$ cat src/rtl/md_unit32_if.sv
// Bundles the execute-stage multiply/divide signals between the ALU control and md_unit32.
// The master side is the issuing control logic and the slave side is the unit.
interface md_unit32_if #(
  parameter int WIDTH = 32
);
  logic             Start;
  logic [1:0]       Md_op;
  logic [WIDTH-1:0] Read_data_1;
  logic [WIDTH-1:0] Read_data_2;
  logic             Hi_write;
  logic             Lo_write;
  logic [WIDTH-1:0] Write_data;
  logic             Busy;
  logic             Done;
  logic [WIDTH-1:0] Hi;
  logic [WIDTH-1:0] Lo;

  modport master (
    output Start, Md_op, Read_data_1, Read_data_2, Hi_write, Lo_write, Write_data,
    input  Busy, Done, Hi, Lo
  );

  modport slave (
    input  Start, Md_op, Read_data_1, Read_data_2, Hi_write, Lo_write, Write_data,
    output Busy, Done, Hi, Lo
  );
endinterface

$ cat src/rtl/md_unit32.sv
// Iterative multiply/divide unit with HI/LO registers.
// Each operation runs one latch edge, WIDTH iteration edges and one sign-fix edge.
module md_unit32 #(
  parameter int WIDTH = 32,
  parameter int CNT_W = 6
) (
  input  logic        clock,
  input  logic        reset,
  md_unit32_if.slave  md
);

  typedef enum logic [1:0] {
    ST_IDLE = 2'b00,
    ST_CALC = 2'b01,
    ST_FIX  = 2'b10
  } state_t;

  localparam logic [CNT_W-1:0] CNT_ONE  = {{(CNT_W-1){1'b0}}, 1'b1};
  localparam logic [CNT_W-1:0] CNT_LAST = CNT_W'(WIDTH - 1);

  state_t             state_r;
  state_t             state_next_s;

  logic               is_div_r;
  logic               neg_res_r;
  logic               neg_rem_r;
  logic [WIDTH-1:0]   opnd_r;
  logic [WIDTH-1:0]   orig_r;
  logic [2*WIDTH-1:0] acc_r;
  logic [CNT_W-1:0]   cnt_r;
  logic [WIDTH-1:0]   hi_r;
  logic [WIDTH-1:0]   lo_r;
  logic               busy_r;
  logic               done_r;

  logic               sgn_op_s;
  logic               a_neg_s;
  logic               b_neg_s;
  logic [WIDTH-1:0]   a_abs_s;
  logic [WIDTH-1:0]   b_abs_s;
  logic [WIDTH:0]     mul_sum_s;
  logic [2*WIDTH-1:0] mul_next_s;
  logic [WIDTH:0]     rem_sh_s;
  logic [WIDTH:0]     diff_s;
  logic [2*WIDTH-1:0] div_next_s;
  logic [2*WIDTH-1:0] prod_s;
  logic [WIDTH-1:0]   quo_s;
  logic [WIDTH-1:0]   rem_s;
  logic               div0_s;
  logic [WIDTH-1:0]   fix_hi_s;
  logic [WIDTH-1:0]   fix_lo_s;

  function automatic logic [WIDTH-1:0] cond_neg(input logic [WIDTH-1:0] v, input logic neg);
    if (neg) begin
      cond_neg = -v;
    end else begin
      cond_neg = v;
    end
  endfunction

  function automatic logic [2*WIDTH-1:0] cond_neg_wide(input logic [2*WIDTH-1:0] v, input logic neg);
    if (neg) begin
      cond_neg_wide = -v;
    end else begin
      cond_neg_wide = v;
    end
  endfunction

  // Operand conditioning, one iteration step for each algorithm, and the final sign fix.
  always_comb begin
    sgn_op_s = ~md.Md_op[0];
    a_neg_s  = sgn_op_s & md.Read_data_1[WIDTH-1];
    b_neg_s  = sgn_op_s & md.Read_data_2[WIDTH-1];
    a_abs_s  = cond_neg(md.Read_data_1, a_neg_s);
    b_abs_s  = cond_neg(md.Read_data_2, b_neg_s);

    // Shift-add: multiplier sits in the low half and is consumed LSB first.
    if (acc_r[0]) begin
      mul_sum_s = {1'b0, acc_r[2*WIDTH-1:WIDTH]} + {1'b0, opnd_r};
    end else begin
      mul_sum_s = {1'b0, acc_r[2*WIDTH-1:WIDTH]};
    end
    mul_next_s = {mul_sum_s, acc_r[WIDTH-1:1]};

    // Restoring division: {remainder, quotient} shift left together.
    rem_sh_s = acc_r[2*WIDTH-1:WIDTH-1];
    diff_s   = rem_sh_s - {1'b0, opnd_r};
    if (diff_s[WIDTH]) begin
      div_next_s = {rem_sh_s[WIDTH-1:0], acc_r[WIDTH-2:0], 1'b0};
    end else begin
      div_next_s = {diff_s[WIDTH-1:0], acc_r[WIDTH-2:0], 1'b1};
    end

    prod_s = cond_neg_wide(acc_r, neg_res_r);
    quo_s  = cond_neg(acc_r[WIDTH-1:0], neg_res_r);
    rem_s  = cond_neg(acc_r[2*WIDTH-1:WIDTH], neg_rem_r);
    div0_s = is_div_r & (opnd_r == {WIDTH{1'b0}});

    if (div0_s) begin
      fix_hi_s = orig_r;
      fix_lo_s = {WIDTH{1'b1}};
    end else if (is_div_r) begin
      fix_hi_s = rem_s;
      fix_lo_s = quo_s;
    end else begin
      fix_hi_s = prod_s[2*WIDTH-1:WIDTH];
      fix_lo_s = prod_s[WIDTH-1:0];
    end
  end

  // Next-state decode for the IDLE/CALC/FIX sequence.
  always_comb begin
    state_next_s = state_r;
    case (state_r)
      ST_IDLE: begin
        if (md.Start) begin
          state_next_s = ST_CALC;
        end else begin
          state_next_s = ST_IDLE;
        end
      end
      ST_CALC: begin
        if (cnt_r == CNT_LAST) begin
          state_next_s = ST_FIX;
        end else begin
          state_next_s = ST_CALC;
        end
      end
      ST_FIX:  state_next_s = ST_IDLE;
      default: state_next_s = ST_IDLE;
    endcase
  end

  // State register.
  always_ff @(posedge clock or posedge reset) begin
    if (reset) begin
      state_r <= ST_IDLE;
    end else begin
      state_r <= state_next_s;
    end
  end

  // Datapath, HI/LO and status registers.
  always_ff @(posedge clock or posedge reset) begin
    if (reset) begin
      is_div_r  <= 1'b0;
      neg_res_r <= 1'b0;
      neg_rem_r <= 1'b0;
      opnd_r    <= {WIDTH{1'b0}};
      orig_r    <= {WIDTH{1'b0}};
      acc_r     <= {(2*WIDTH){1'b0}};
      cnt_r     <= {CNT_W{1'b0}};
      hi_r      <= {WIDTH{1'b0}};
      lo_r      <= {WIDTH{1'b0}};
      busy_r    <= 1'b0;
      done_r    <= 1'b0;
    end else begin
      done_r <= 1'b0;
      busy_r <= (state_next_s != ST_IDLE);
      case (state_r)
        ST_IDLE: begin
          if (md.Hi_write) begin
            hi_r <= md.Write_data;
          end
          if (md.Lo_write) begin
            lo_r <= md.Write_data;
          end
          if (md.Start) begin
            // Multiply keeps the multiplicand in opnd_r; divide keeps the divisor there.
            is_div_r  <= md.Md_op[1];
            neg_res_r <= a_neg_s ^ b_neg_s;
            neg_rem_r <= a_neg_s;
            orig_r    <= md.Read_data_1;
            cnt_r     <= {CNT_W{1'b0}};
            if (md.Md_op[1]) begin
              opnd_r <= b_abs_s;
              acc_r  <= {{WIDTH{1'b0}}, a_abs_s};
            end else begin
              opnd_r <= a_abs_s;
              acc_r  <= {{WIDTH{1'b0}}, b_abs_s};
            end
          end
        end
        ST_CALC: begin
          cnt_r <= cnt_r + CNT_ONE;
          if (is_div_r) begin
            acc_r <= div_next_s;
          end else begin
            acc_r <= mul_next_s;
          end
        end
        ST_FIX: begin
          hi_r   <= fix_hi_s;
          lo_r   <= fix_lo_s;
          done_r <= 1'b1;
        end
        default: begin
          done_r <= 1'b0;
        end
      endcase
    end
  end

  assign md.Busy = busy_r;
  assign md.Done = done_r;
  assign md.Hi   = hi_r;
  assign md.Lo   = lo_r;

endmodule

$ cat src/flat_wrapper.sv
// flat-port wrapper written by rule: the top's interface ports become plain ports
module md_unit32_flat 
#(
  parameter int WIDTH = 32,
  parameter int CNT_W = 6
)
  (clock, reset, md_Start, md_Md_op, md_Read_data_1, md_Read_data_2, md_Hi_write, md_Lo_write, md_Write_data, md_Busy, md_Done, md_Hi, md_Lo);
  md_unit32_if #(.WIDTH(WIDTH)) md_i ();
  input  logic clock;
  input  logic reset;
  input wire logic [$bits(md_i.Start)-1:0] md_Start;
  input wire logic [$bits(md_i.Md_op)-1:0] md_Md_op;
  input wire logic [$bits(md_i.Read_data_1)-1:0] md_Read_data_1;
  input wire logic [$bits(md_i.Read_data_2)-1:0] md_Read_data_2;
  input wire logic [$bits(md_i.Hi_write)-1:0] md_Hi_write;
  input wire logic [$bits(md_i.Lo_write)-1:0] md_Lo_write;
  input wire logic [$bits(md_i.Write_data)-1:0] md_Write_data;
  output wire logic [$bits(md_i.Busy)-1:0] md_Busy;
  output wire logic [$bits(md_i.Done)-1:0] md_Done;
  output wire logic [$bits(md_i.Hi)-1:0] md_Hi;
  output wire logic [$bits(md_i.Lo)-1:0] md_Lo;
  assign md_i.Start = md_Start;
  assign md_i.Md_op = md_Md_op;
  assign md_i.Read_data_1 = md_Read_data_1;
  assign md_i.Read_data_2 = md_Read_data_2;
  assign md_i.Hi_write = md_Hi_write;
  assign md_i.Lo_write = md_Lo_write;
  assign md_i.Write_data = md_Write_data;
  assign md_Busy = md_i.Busy;
  assign md_Done = md_i.Done;
  assign md_Hi = md_i.Hi;
  assign md_Lo = md_i.Lo;
  md_unit32 #(.WIDTH(WIDTH), .CNT_W(CNT_W)) u_core (.clock(clock), .reset(reset), .md(md_i));
endmodule
$ cat config.mk
export PLATFORM = sky130hd
export DESIGN_NAME = md_unit32_flat
export DESIGN_NICKNAME = d
export VERILOG_FILES = /design/src/rtl/md_unit32_if.sv /design/src/rtl/md_unit32.sv /design/src/flat_wrapper.sv
export SDC_FILE = /design/constraint.sdc
export NUM_CORES = 1
export LEC_CHECK = 0
export ABC_AREA = 0
export CAP_MARGIN = 20
export CORE_MARGIN = 5
export CORE_UTILIZATION = 53
export DETAILED_ROUTE_END_ITERATION = 10
export PLACE_DENSITY = 0.78
export SYNTH_ARGS = -nofsm -noshare
export SYNTH_HDL_FRONTEND = slang
export SYNTH_SLANG_ARGS = --single-unit
$ cat constraint.sdc
create_clock -name clock -period 7.9 [get_ports clock]
set_input_delay 2.37 -clock clock [delete_from_list [all_inputs] [get_ports clock]]
set_output_delay 2.37 -clock clock [all_outputs]
set_load 0.005 [all_outputs]
## Word-level counts from Yosys, hierarchy flattened

Index checks and enable logic that the tools add are counted.

| storage, ports and cells | value |
|---|---|
| word-level logic and storage cells | 66 |
| flip-flop bits (word level) | 205 |
| bits of input ports | 103 |
| output and inout port bits | 66 |

| cells by class | value |
|---|---|
| $add $sub $neg | 8 |
| bitwise gates (word level) | 5 |
| mux-type cells | 26 |
| reduce and logical (&&, ||, !) cells | 9 |
| eq/ne operators | 6 |

Operator list:

| operator | count |
|---|---|
| $mux 32 | 12 |
| $mux 64 | 4 |
| $neg 32->32 | 4 |
| $pmux 32 s2 | 2 |
| $pmux 64 s2 | 1 |
| $neg 64->64 | 1 |
| $add 32x32->33 | 1 |
| $mux 33 | 1 |
| $sub 33x32->33 | 1 |
| $logic_not 32->1 | 1 |
| $pmux 6 s2 | 1 |
| $reduce_and 2->1 | 4 |
| $add 6x1->6 const B | 1 |
| $eq 6x5->1 const B | 1 |
| $mux 6 | 1 |
| $ne 2x2->1 const B | 3 |
| $reduce_bool 2->1 | 3 |
| $pmux 2 s2 | 1 |
| $and 1x1->1 | 3 |
| $eq 2x1->1 const B | 1 |
| $eq 2x2->1 const B | 1 |
| $logic_not 2->1 | 1 |
| $mux 1 | 2 |
| $mux 2 | 1 |
| 2 further kinds | 2 |

## Logic depth before layout (Yosys ltp)

| logic depth | value |
|---|---|
| depth in word-level cells | 6 |
| mapped depth | 14 |
| depth with buffers taken out | 13 |

## Least setup slack after synthesis

No wires, ideal clock.

| timing path | value |
|---|---|
| path type | input to register |
| start point | input md_Read_data_1[0] |
| end point | register u_core.acc_r[23] |
| required time | 7.817 ns |
| path buffers | 0 |
| setup time | 0.083 ns |
| stages on the path | 9 |
| setup slack | 3.314 ns |
| arrival | 4.504 ns |
| path through | or4_1 > nor4_1 > and3_1 > and3_1 > nor2_1 > xor2_1 > mux2i_1 > mux2_2 > o21ai_0 |

| on the way | value |
|---|---|
| longest elaborated chain between the ends | 5 |

RTL lines:

| element | line | RTL |
|---|---|---|
| from (decl) | flat_wrapper.sv:13 | `input wire logic [$bits(md_i.Read_data_1)-1:0] md_Read_data_1;` |
| $neg 32->32 | md_unit32.sv:55 | `cond_neg = -v;` |
| $mux 32 | md_unit32.sv:54 | `if (neg) begin` |
| $mux 32 | md_unit32.sv:175 | `if (md.Md_op[1]) begin` |
| $mux 64 | md_unit32.sv:168 | `if (md.Start) begin` |
| $pmux 64 s2 | md_unit32.sv:160 | `case (state_r)` |
| to (signal assigned) | md_unit32.sv:177 | `acc_r <= {{WIDTH{1'b0}}, a_abs_s};` |
| to (signal assigned) | md_unit32.sv:180 | `acc_r <= {{WIDTH{1'b0}}, b_abs_s};` |
| to (signal assigned) | md_unit32.sv:187 | `acc_r <= div_next_s;` |
| to (decl) | md_unit32.sv:29 | `logic [2*WIDTH-1:0] acc_r;` |

No other way between the ends. The select of a mux whose other input is x is not followed.
A chain may end at the register's enable or synchronous reset.

## Worst setup path in the final report

| timing path | value |
|---|---|
| start point | input md_Read_data_1[0] |
| end point | register u_core.acc_r[24] |

The elaborated chain is that of the path after synthesis.

==> impl_metrics.ini <==
[outcome]
status = completed

[clock_network]
cts.sinks = 205
cts_resized = 0
cts_buffers = 25
cts_root_buffer = clkbuf_16
tritoncts = yes
cts_setup_buffers = 0
clk_latency_ns = 0.55
cts_hold_buf = 0
clockBufferDepth = 3
clk_pin_slew_ns = 0.06
h-tree-depth = 1

[worst_setup_path]
r2r_cells = 15
crit_path_max_fanout = 6
critPathSlowestCell = clkdlybuf4s50_1
required_ns = 8.31
cp_cell_sequence = clkdlybuf4s50_1 > inv_1 > ha_1 > nand2_1 > or4_1 > nor3_1 > a31oi_1 > a21oi_1 > xnor2_1 > mux2_2 > a21oi_1 > o21ai_1
startpoint_type = primary input
cp.arrival_ns = 5.45
cp-end-kind = flip-flop
slowest_delay_ns = 0.53
crit_family = simple AND/OR/NAND/NOR gates
crit_buf_inv = 2
worstSetupPathDepth = 12
worstSetupPathType = in -> reg
cp_common_cell = a21oi_1

[sta]
fin_tns_setup_ns = 0
fin_ws_ns = 2.86
rsz0062_at_grt = false
slew-limit-headroom = 0.281
worstMarginPinSlew_ns = 1.08
finalHoldViolCount = 0
fmax_mhz = 198
drv_slew = 0
period_needed_ns = 5.04
setup_viol = 0
finalCritPeriodShare = 0.638
fin_worst_skew_ns = 0.0305

[logic_synthesis]
synth_edf_count = 0
syn_nets = 2278
ys.flop_type = dfrtp_1
netlist_instances = 2104
ys.warnings.count = 0
yosysTopAreaCellShare = 0.307
syn_area_um2 = 16700
ys_types = 76
synthArstFlopShare = 1.00
yosys-top-cells-area = dfrtp_1 (31%), o21ai_0 (6.5%), a21oi_1 (6.1%), nand2_1 (5.3%), xnor2_1 (5.2%)
avgSynthCellArea_um2 = 7.93
yosysTopAreaCell = dfrtp_1
ys_seq_area_frac = 0.307
ys_ff_latch = 205

[detailed_routing]
wirelength_um = 61600
via_per_inst = 6.55
wl_per_cell_um = 23.7
dr.pass1.iters = 8
drc = 0
first_iter_violations = 1972
via_count = 17000
final_antenna_net_count = 0

[grt]
grt.total_usage = 0.334
antenna_found_initial = 3
grt_pass1_vias = 15800
grt_remaining_overflow = 0
grt_max_degree = 100
grt_pass1_wl_um = 93300

[pwr]
intPower_uw = 4020
switchingPower_uw = 3660
leakagePower_uw = 0.00809
p_per_area_nw_per_um2 = 395
power_frac_comb = 0.569
seq_power_share = 0.269
switching_share = 0.476
clockPowerShare = 0.161
irDropWorstVdd_v = 0.000228

[placement]
place_ws_ns = 2.36
dp_hpwl_um = 46600
gp_congestion = 0.999
io_buffers = 168

[floorplan]
die-area_um2 = 35100
start_util = 0.533
die_w_um = 187
die_h_um = 187
io_pins = 169
rows = 65
core_area_um2 = 31300

[layout]
final_common_cell = nand2_1
drive_above_1_share = 0.0637
syn_to_final_growth_pct = 16.3
final_cell_mix = nand2_1 (233), o21ai_0 (216), a21oi_1 (205)
multi_input_area_um2 = 10800
seq_area_um2 = 5130
fillers = 2735
final_nets = 2353

[flow_run]
drv_cap = 0

[hold_path]
whs_path_depth = 2
hold_class = reg -> reg
==> tightest hold or removal path: cells and delay by family, from the launching register on <==
family / cells / cell delay, ns
DFF: 1 / 0.34
and+or+nand+nor: 1 / 0.05
AOI/OAI and AO/OA: 1 / 0.06
==> final timing paths <==
| path | start | end | slack, ns |
|---|---|---|---|
| hold reg to reg | u_core.md.Lo[4]$_DFFE_PP0P_ | u_core.md.Lo[4]$_DFFE_PP0P_ | 0.48 |
| min in group asynchronous | reset | u_core.md.Lo[14]$_DFFE_PP0P_ | 2.14 |
| setup / recovery | md_Read_data_1[0] | u_core.acc_r[24]$_DFFE_PP0P_ | 2.86 |
| max in group asynchronous | reset | u_core.is_div_r$_DFFE_PP0P_ | 4.40 |
| setup reg to reg | u_core.acc_r[31]$_DFFE_PP0P_ | u_core.acc_r[56]$_DFFE_PP0P_ | 3.54 |
| hold / removal | u_core.md.Lo[4]$_DFFE_PP0P_ | u_core.md.Lo[4]$_DFFE_PP0P_ | 0.48 |
==> area by class of cell <==
type | instances | share of cell area
antenna | 2 | 0.000258
timing repair buffer | 193 | 0.0969
sequential | 205 | 0.264
tap | 402 | 0.0259
clock buffer | 34 | 0.0360
clock inverter | 12 | 0.00889
inverter | 67 | 0.0131
multi-input combinational | 1687 | 0.555
==> kinds of logic (layout without fill, tap and decap cells) <==
family	after synthesis	count (layout)	share of synthesized area
compound gates	705	705	0.260
xor+xnor	170	170	0.0892
fa+ha+maj	71	71	0.0541
buf+inv	212	306	0.0496
flops	205	205	0.307
mux	102	102	0.0641
other cells	0	2	0
simple gates	639	639	0.176
==> Yosys cell counts (all sizes together), types with 13 or more instances <==
cell	count
nand2	234
o211ai	15
a21o	27
xnor2	99
clkbuf	117
or4	14
a211oi	23
and3	13
nand2b	21
or2	13
inv	67
nor4	24
xor2	71
a21oi	206
ha	69
nand4	13
nor3	36
o22ai	34
o21ai	222
o221ai	18
dfrtp	205
o31ai	25
a31oi	27
buf	28
nor2	185
mux2	39
mux2i	63
or3	15
nand3	40
==> power groups by stage <==
stage,Clock [uW],Sequential (uW),Combinational (uW)
6_report,1240,2070,4370
5_1_grt,1290,2100,4770
4_1_cts,1240,2030,4290
3_5_place_dp,0,2050,4260
3_3_place_gp,0,2030,4180
2_1_floorplan,0,1700,3220
==> registers in the layout, indices dropped and copies added (netlist names) <==
| name | cells |
|---|---|
| u_core.state_r | 2 |
| u_core.md.Hi | 32 |
| u_core.md.Busy | 1 |
| u_core.opnd_r | 32 |
| u_core.orig_r | 32 |
| u_core.neg_res_r | 1 |
| u_core.acc_r | 64 |
| u_core.md.Done | 1 |
| u_core.is_div_r | 1 |
| u_core.cnt_r | 6 |
| u_core.neg_rem_r | 1 |
| u_core.md.Lo | 32 |
==> through the flow <==
stage / total power (uW) / utilization / hold slack [ns] / std cells / area [um2]
floorplan: 4920 / - / 0.445 / 2104 / 16700
global placement: 6210 / 0.591 / 0.461 / 2552 / 18500
detailed placement: 6310 / 0.592 / 0.470 / 2553 / 18500
CTS: 7570 / 0.620 / 0.483 / 2599 / 19400
global route: 8150 / 0.620 / 0.500 / 2602 / 19400
finish: 7670 / 0.620 / 0.478 / 2602 / 19400
==> per-layer routing <==
metal  track usage  part of all wire  wire [um]  vias to the layer above
met5             0                 0          0                        -
met4         0.143             0.051       3130                        0
met3        0.0791              0.11       7080                      155
met2         0.488              0.42      25700                      986
met1         0.474              0.42      25700                     8118
li1              -                 -          -                     7787
No activity file was read; power rests on OpenSTA's default activity.
